<file path="config.mk">
export PLATFORM = sky130hd
export DESIGN_NAME = seven_seg_scan
export DESIGN_NICKNAME = d
export VERILOG_FILES = /design/src/rtl/seven_seg_scan.sv
export SDC_FILE = /design/constraint.sdc
export NUM_CORES = 1
export LEC_CHECK = 0
export ABC_CLOCK_PERIOD_IN_PS = 2930
export CAP_MARGIN = 30
export CORE_MARGIN = 8
export CORE_UTILIZATION = 30
export CTS_CLUSTER_SIZE = 20
export DETAILED_ROUTE_END_ITERATION = 7
export DONT_BUFFER_PORTS = 1
export PLACE_DENSITY_LB_ADDON = 0.2
export RECOVER_POWER = 100
export SYNTH_ARGS = -nofsm -noshare
export SYNTH_HDL_FRONTEND = slang
export SYNTH_SLANG_ARGS = --single-unit
</file>
<file path="constraint.sdc">
create_clock -name clk -period 2.93 [get_ports clk]
set_clock_uncertainty 0.2 [all_clocks]
set_input_delay 0.4395 -clock clk [delete_from_list [all_inputs] [get_ports clk]]
set_output_delay 0.4395 -clock clk [all_outputs]
set_load 0.1 [all_outputs]
</file>
<file path="src/rtl/seven_seg_scan.sv">
// Four-digit common-anode seven-segment scanner with frame-boundary double
// buffering of value, decimal points and blanks, plus a ghost-suppression gap.
module seven_seg_scan #(
  parameter int REFRESH_DIV  = 1024,
  parameter int BLANK_CYCLES = 16
) (
  input  logic        clk,
  input  logic        rst_n,
  input  logic [15:0] value,
  input  logic [3:0]  dp_in,
  input  logic [3:0]  blank,
  input  logic        load,
  output logic        pending,
  output logic [3:0]  an,
  output logic        dp,
  output logic [6:0]  seg
);

  localparam int CW = (REFRESH_DIV > 1) ? $clog2(REFRESH_DIV) : 1;
  localparam logic [CW-1:0] LAST_C  = CW'(REFRESH_DIV - 1);
  localparam logic [CW-1:0] BLANK_C = CW'(BLANK_CYCLES);

  logic [CW-1:0] count_q, count_d;
  logic [1:0]    digit_q, digit_d;

  logic [15:0]   pend_val_q, pend_val_d;
  logic [3:0]    pend_dp_q, pend_dp_d;
  logic [3:0]    pend_blank_q, pend_blank_d;
  logic          pending_q, pending_d;

  logic [15:0]   disp_val_q, disp_val_d;
  logic [3:0]    disp_dp_q, disp_dp_d;
  logic [3:0]    disp_blank_q, disp_blank_d;

  logic [3:0]    an_q, an_d;
  logic [6:0]    seg_q, seg_d;
  logic          dp_q, dp_d;

  logic          frame_end;
  logic          lit;
  logic [3:0]    nibble;

  function automatic logic [6:0] hex7(input logic [3:0] n);
    logic [6:0] s;
    case (n)
      4'h0: s = 7'b1000000;
      4'h1: s = 7'b1111001;
      4'h2: s = 7'b0100100;
      4'h3: s = 7'b0110000;
      4'h4: s = 7'b0011001;
      4'h5: s = 7'b0010010;
      4'h6: s = 7'b0000010;
      4'h7: s = 7'b1111000;
      4'h8: s = 7'b0000000;
      4'h9: s = 7'b0010000;
      4'hA: s = 7'b0001000;
      4'hB: s = 7'b0000011;
      4'hC: s = 7'b1000110;
      4'hD: s = 7'b0100001;
      4'hE: s = 7'b0000110;
      default: s = 7'b0001110;
    endcase
    return s;
  endfunction

  // Scan position: count walks one digit slot, digit advances on each wrap.
  always_comb begin
    count_d = count_q + 1'b1;
    digit_d = digit_q;
    if (count_q == LAST_C) begin
      count_d = '0;
      digit_d = digit_q + 2'd1;
    end
  end

  assign frame_end = (digit_q == 2'd3) && (count_q == LAST_C);

  // load is a one-cycle strobe with no backpressure: a later load before the
  // frame end overwrites the pending data, and a load on the frame-end edge
  // bypasses straight into the display register.
  always_comb begin
    pend_val_d   = pend_val_q;
    pend_dp_d    = pend_dp_q;
    pend_blank_d = pend_blank_q;
    pending_d    = pending_q;
    disp_val_d   = disp_val_q;
    disp_dp_d    = disp_dp_q;
    disp_blank_d = disp_blank_q;
    if (load) begin
      pend_val_d   = value;
      pend_dp_d    = dp_in;
      pend_blank_d = blank;
      pending_d    = 1'b1;
    end
    if (frame_end) begin
      pending_d = 1'b0;
      if (load) begin
        disp_val_d   = value;
        disp_dp_d    = dp_in;
        disp_blank_d = blank;
      end else if (pending_q) begin
        disp_val_d   = pend_val_q;
        disp_dp_d    = pend_dp_q;
        disp_blank_d = pend_blank_q;
      end
    end
  end

  // Pins decode the pre-edge scan position, so they lag the counters by one cycle.
  always_comb begin
    nibble = disp_val_q[{digit_q, 2'b00} +: 4];
    lit    = (count_q >= BLANK_C) && !disp_blank_q[digit_q];
    an_d   = 4'hF;
    seg_d  = 7'h7F;
    dp_d   = 1'b1;
    if (lit) begin
      an_d  = ~(4'b0001 << digit_q);
      seg_d = hex7(nibble);
      dp_d  = ~disp_dp_q[digit_q];
    end
  end

  always_ff @(posedge clk or negedge rst_n) begin
    if (!rst_n) begin
      count_q      <= '0;
      digit_q      <= '0;
      pend_val_q   <= '0;
      pend_dp_q    <= '0;
      pend_blank_q <= '0;
      pending_q    <= 1'b0;
      disp_val_q   <= '0;
      disp_dp_q    <= '0;
      disp_blank_q <= '0;
      an_q         <= 4'hF;
      seg_q        <= 7'h7F;
      dp_q         <= 1'b1;
    end else begin
      count_q      <= count_d;
      digit_q      <= digit_d;
      pend_val_q   <= pend_val_d;
      pend_dp_q    <= pend_dp_d;
      pend_blank_q <= pend_blank_d;
      pending_q    <= pending_d;
      disp_val_q   <= disp_val_d;
      disp_dp_q    <= disp_dp_d;
      disp_blank_q <= disp_blank_d;
      an_q         <= an_d;
      seg_q        <= seg_d;
      dp_q         <= dp_d;
    end
  end

  assign pending = pending_q;
  assign an      = an_q;
  assign seg     = seg_q;
  assign dp      = dp_q;

endmodule

</file>
==> metrics.cfg <==
[cells_and_area]
fin_area_mm2 = 0.003596
fin_nets = 278
seq_area_mm2 = 0.001842
multi_input_comb_area_mm2 = 0.001316
most-common-layout-cells = sky130_fd_sc_hd__dfrtp_1, sky130_fd_sc_hd__mux2_2, sky130_fd_sc_hd__ha_1, sky130_fd_sc_hd__dfstp_1, sky130_fd_sc_hd__mux2_1
drive_above_1_share_pct = 25.41
layout_commonest_cell = sky130_fd_sc_hd__dfrtp_1
layout.filler_cells = 1108
flow.area_growth_from_synthesis_pct = 9.527

[worst_setup_path]
critical-path-top-delay-family = flip-flops
depth_of_the_worst_register_to_register_path = 5
critPathMaxStageDelay_ns = 0.67
endpoint_of_the_most_critical_register_to_register_path = disp_val_q[9]$_DFFE_PN0P_
critical_path_peak_fanout = 24
path_buf_inv = 1
required_ns = 2.96
ff2ff_setup_slack_ns = 0.37
startpoint_of_the_worst_register_to_register_path = digit_q[1]$_DFFE_PN0N_
slowest_stage_cell_crit_path = sky130_fd_sc_hd__dfrtp_1
worstSetupStartpointType = flop
cp-end-kind = flop
worst_ep_arrival_time_ns = 2.59
timing.setup.critical_path_class = flop to flop
critical_path_cell_sequence = ha_1 > nor2b_1 > and4_1 > clkbuf_2 > mux2_2

[cts]
worst_case_clock_buffer_depth = 2
cts_setup_buffers = 0
cts_num_sinks = 73
cts_root_buffer = sky130_fd_sc_hd__clkbuf_8
tritoncts.num_buffers = 9
clkSlewWorstSetupHoldPaths_ns = 0.07
clock_latency_at_the_later_pin_of_the_worst_skew_pair_ns = 0.34
h_tree_lvl_count = 3
post_cts_resized = 0
cts_tree = yes

[synth]
synth-seq-cells = 73
synth_fp_nets = 272
synth.distinct_cells = 43
synth_seq_area_share_pct = 56.10
number_of_warnings_printed_during_yosys_synthesis = 0
synth-edff-count = 0
synth_ff_type = sky130_fd_sc_hd__dfrtp_1
asyncSetResetFlopFracSynth_pct = 100.0
netlist_top_cells_area = sky130_fd_sc_hd__dfrtp_1, sky130_fd_sc_hd__mux2_2, sky130_fd_sc_hd__dfstp_2, sky130_fd_sc_hd__ha_1, sky130_fd_sc_hd__mux4_2
yosysTopAreaCellShare_pct = 46.49
synth_area_leader_cell = sky130_fd_sc_hd__dfrtp_1
synth_cells = 233
post_synth.cell_area_avg_um2 = 14.09
mappedNetlistArea_mm2 = 0.003283

[power_and_ir_drop]
max-vdd-ir-drop_v = 0.0002226
pwr_density_cell_mw_per_mm2 = 498.2
p_leak_nw = 1.591

[timing]
fmax_ghz = 0.3900
setup_violations = 0
slew-limit-headroom_pct = 22.48
setup_repair_after_global_routing_missed_its_margin = no
part_of_the_cycle_the_worst_path_needs_pct = 87.51
fin_setup_tns_ns = 0
hold_viol_final = 0
timing.final.crit_period_ns = 2.564
tightestPinTransition_ns = 1.168
final-max-slew-violation-count = 0

[floorplanning]
io-pin-count = 40
floorplan.core_area_mm2 = 0.01075
die_h_um = 120.6
start_util_pct = 30.55
dieArea_mm2 = 0.01455
rows = 38
die_width_um = 120.6

[min_path]
hold_class = input port to flop
hold_path_end = pend_val_q[7]$_DFFE_PN0P_
hold_path_depth = 1
worst_hold_startpoint = value[7]

[global_routing]
grtUsageTotal_pct = 9.488
gr-total-overflow = 0
wire_length_of_the_first_global_routing_pass_um = 10670
grt_antenna_before_repair = 1
via_count_of_the_first_global_routing_pass = 1988
grt_max_degree = 74

[drt]
drt-vias-per-instance = 4.595
total_routed_wirelength_um = 6327
num_vias = 1769
drt_drc_violations_left = 0
drt_pass1_iterations = 4
detail_route.wl_per_cell_um = 16.43
first_iteration_detailed_routing_drc_count = 79
route.antenna.remaining_nets = 0

[outcome]
result_of_the_run = finished clean

[run]
cap_viol_max_count = 0

[placement]
global_placement_routability_congestion = 0.7682
post-dp-hpwl_um = 4384
place_area_mm2 = 0.003412
buffer_ports.inserted = 0

[routing by layer]
metal  track usage, %  routed length (µm)  vias up
li1                 -                   -      833
met4            3.044                  79        0
met1            11.49                2917      889
met2            14.24                2840       39
met3            4.988                 489        8
met5                0                   0        -
[worst max-delay path by stage]
| stage | to | startpoint | depth (start not counted) | slack (ns) |
|---|---|---|---|---|
| 2_1_floorplan | disp_blank_q[3]$_DFFE_PN0P_ | pending$_DFFE_PN0P_ | 6 | 0.70 |
| 3_3_place_gp | seg[0]$_DFF_PN1_ | digit_q[0]$_DFFE_PN0N_ | 6 | 0.55 |
| 3_5_place_dp | seg[0]$_DFF_PN1_ | digit_q[0]$_DFFE_PN0N_ | 6 | 0.44 |
| 4_1_cts | seg[0]$_DFF_PN1_ | digit_q[0]$_DFFE_PN0N_ | 6 | 0.43 |
| 5_1_grt | disp_dp_q[3]$_DFFE_PN0P_ | digit_q[1]$_DFFE_PN0N_ | 5 | 0.20 |
| 6_report | disp_val_q[9]$_DFFE_PN0P_ | digit_q[1]$_DFFE_PN0N_ | 5 | 0.37 |
[Yosys cell counts, drive strengths merged (2+ instances only)]
cell and n:
a21oi 3, and2 2, and3 6, and4 2
buf 11, dfrtp 61, dfstp 12, ha 12
inv 8, mux2 52, mux2i 6, mux4 5
nand2 10, nand3 3, nor2 8, nor2b 2
o311ai 3, xnor2 4, xor2 6
[cell families (layout without fill, tap and decap cells)]
kind of cell | count (synthesis) | count (layout) | synth area share [%]
other | 0 | 1 | 0
DFF | 73 | 73 | 56.10
AOI/OAI and AO/OA | 15 | 15 | 3.621
adders and majority gates | 12 | 12 | 4.573
buffers and inverters | 20 | 31 | 3.468
xor gates and xnor gates | 10 | 10 | 2.668
and+or+nand+nor | 40 | 40 | 6.365
muxes | 63 | 63 | 23.21
[state kept, by name, summed over array words and instances (netlist names)]
name          flops
disp_dp_q         4
pend_blank_q      4
an                4
seg               7
dp                1
count_q          10
disp_val_q       16
pending           1
digit_q           2
disp_blank_q      4
pend_dp_q         4
pend_val_q       16
[cell type report]
| class | count | share of cell area (%) |
|---|---|---|
| Timing Repair Buffer | 7 | 1.809 |
| Antenna cell | 1 | 0.06959 |
| Multi-Input combinational cell | 140 | 36.60 |
| Clock buffer | 13 | 4.141 |
| Inverter | 8 | 0.8351 |
| Tap cell | 140 | 4.871 |
| Sequential cell | 73 | 51.22 |
| Clock inverter | 3 | 0.4523 |
[power by group]
group / switching, mW / internal, mW / total (mW)
Combinational: 0.0379 / 0.0322 / 0.0701
Clock: 0.348 / 0.327 / 0.675
Sequential: 0.00686 / 1.04 / 1.05
[through the flow]
stage / util, % / hold slack (ns) / setup slack (ns) / cells / power (mW)
after floorplan: - / -0.05609 / 0.6960 / 233 / 1.110
after global placement: 31.75 / -0.05316 / 0.5470 / 366 / 1.116
after detailed placement: 31.75 / -0.05288 / 0.4431 / 366 / 1.117
after CTS: 33.64 / 0.03879 / 0.4258 / 384 / 1.835
after global routing: 33.47 / 0.04064 / 0.1961 / 385 / 1.876
final: 33.47 / 0.05644 / 0.3659 / 385 / 1.791
[repair_timing]
| action | CTS | global route |
|---|---|---|
| endpoints found under the setup margin | 0 | 0 |
| hold buffers | 2 | 0 |
| hold endpoints to repair | 73 | 0 |
No activity file was read; power rests on OpenSTA's default activity.
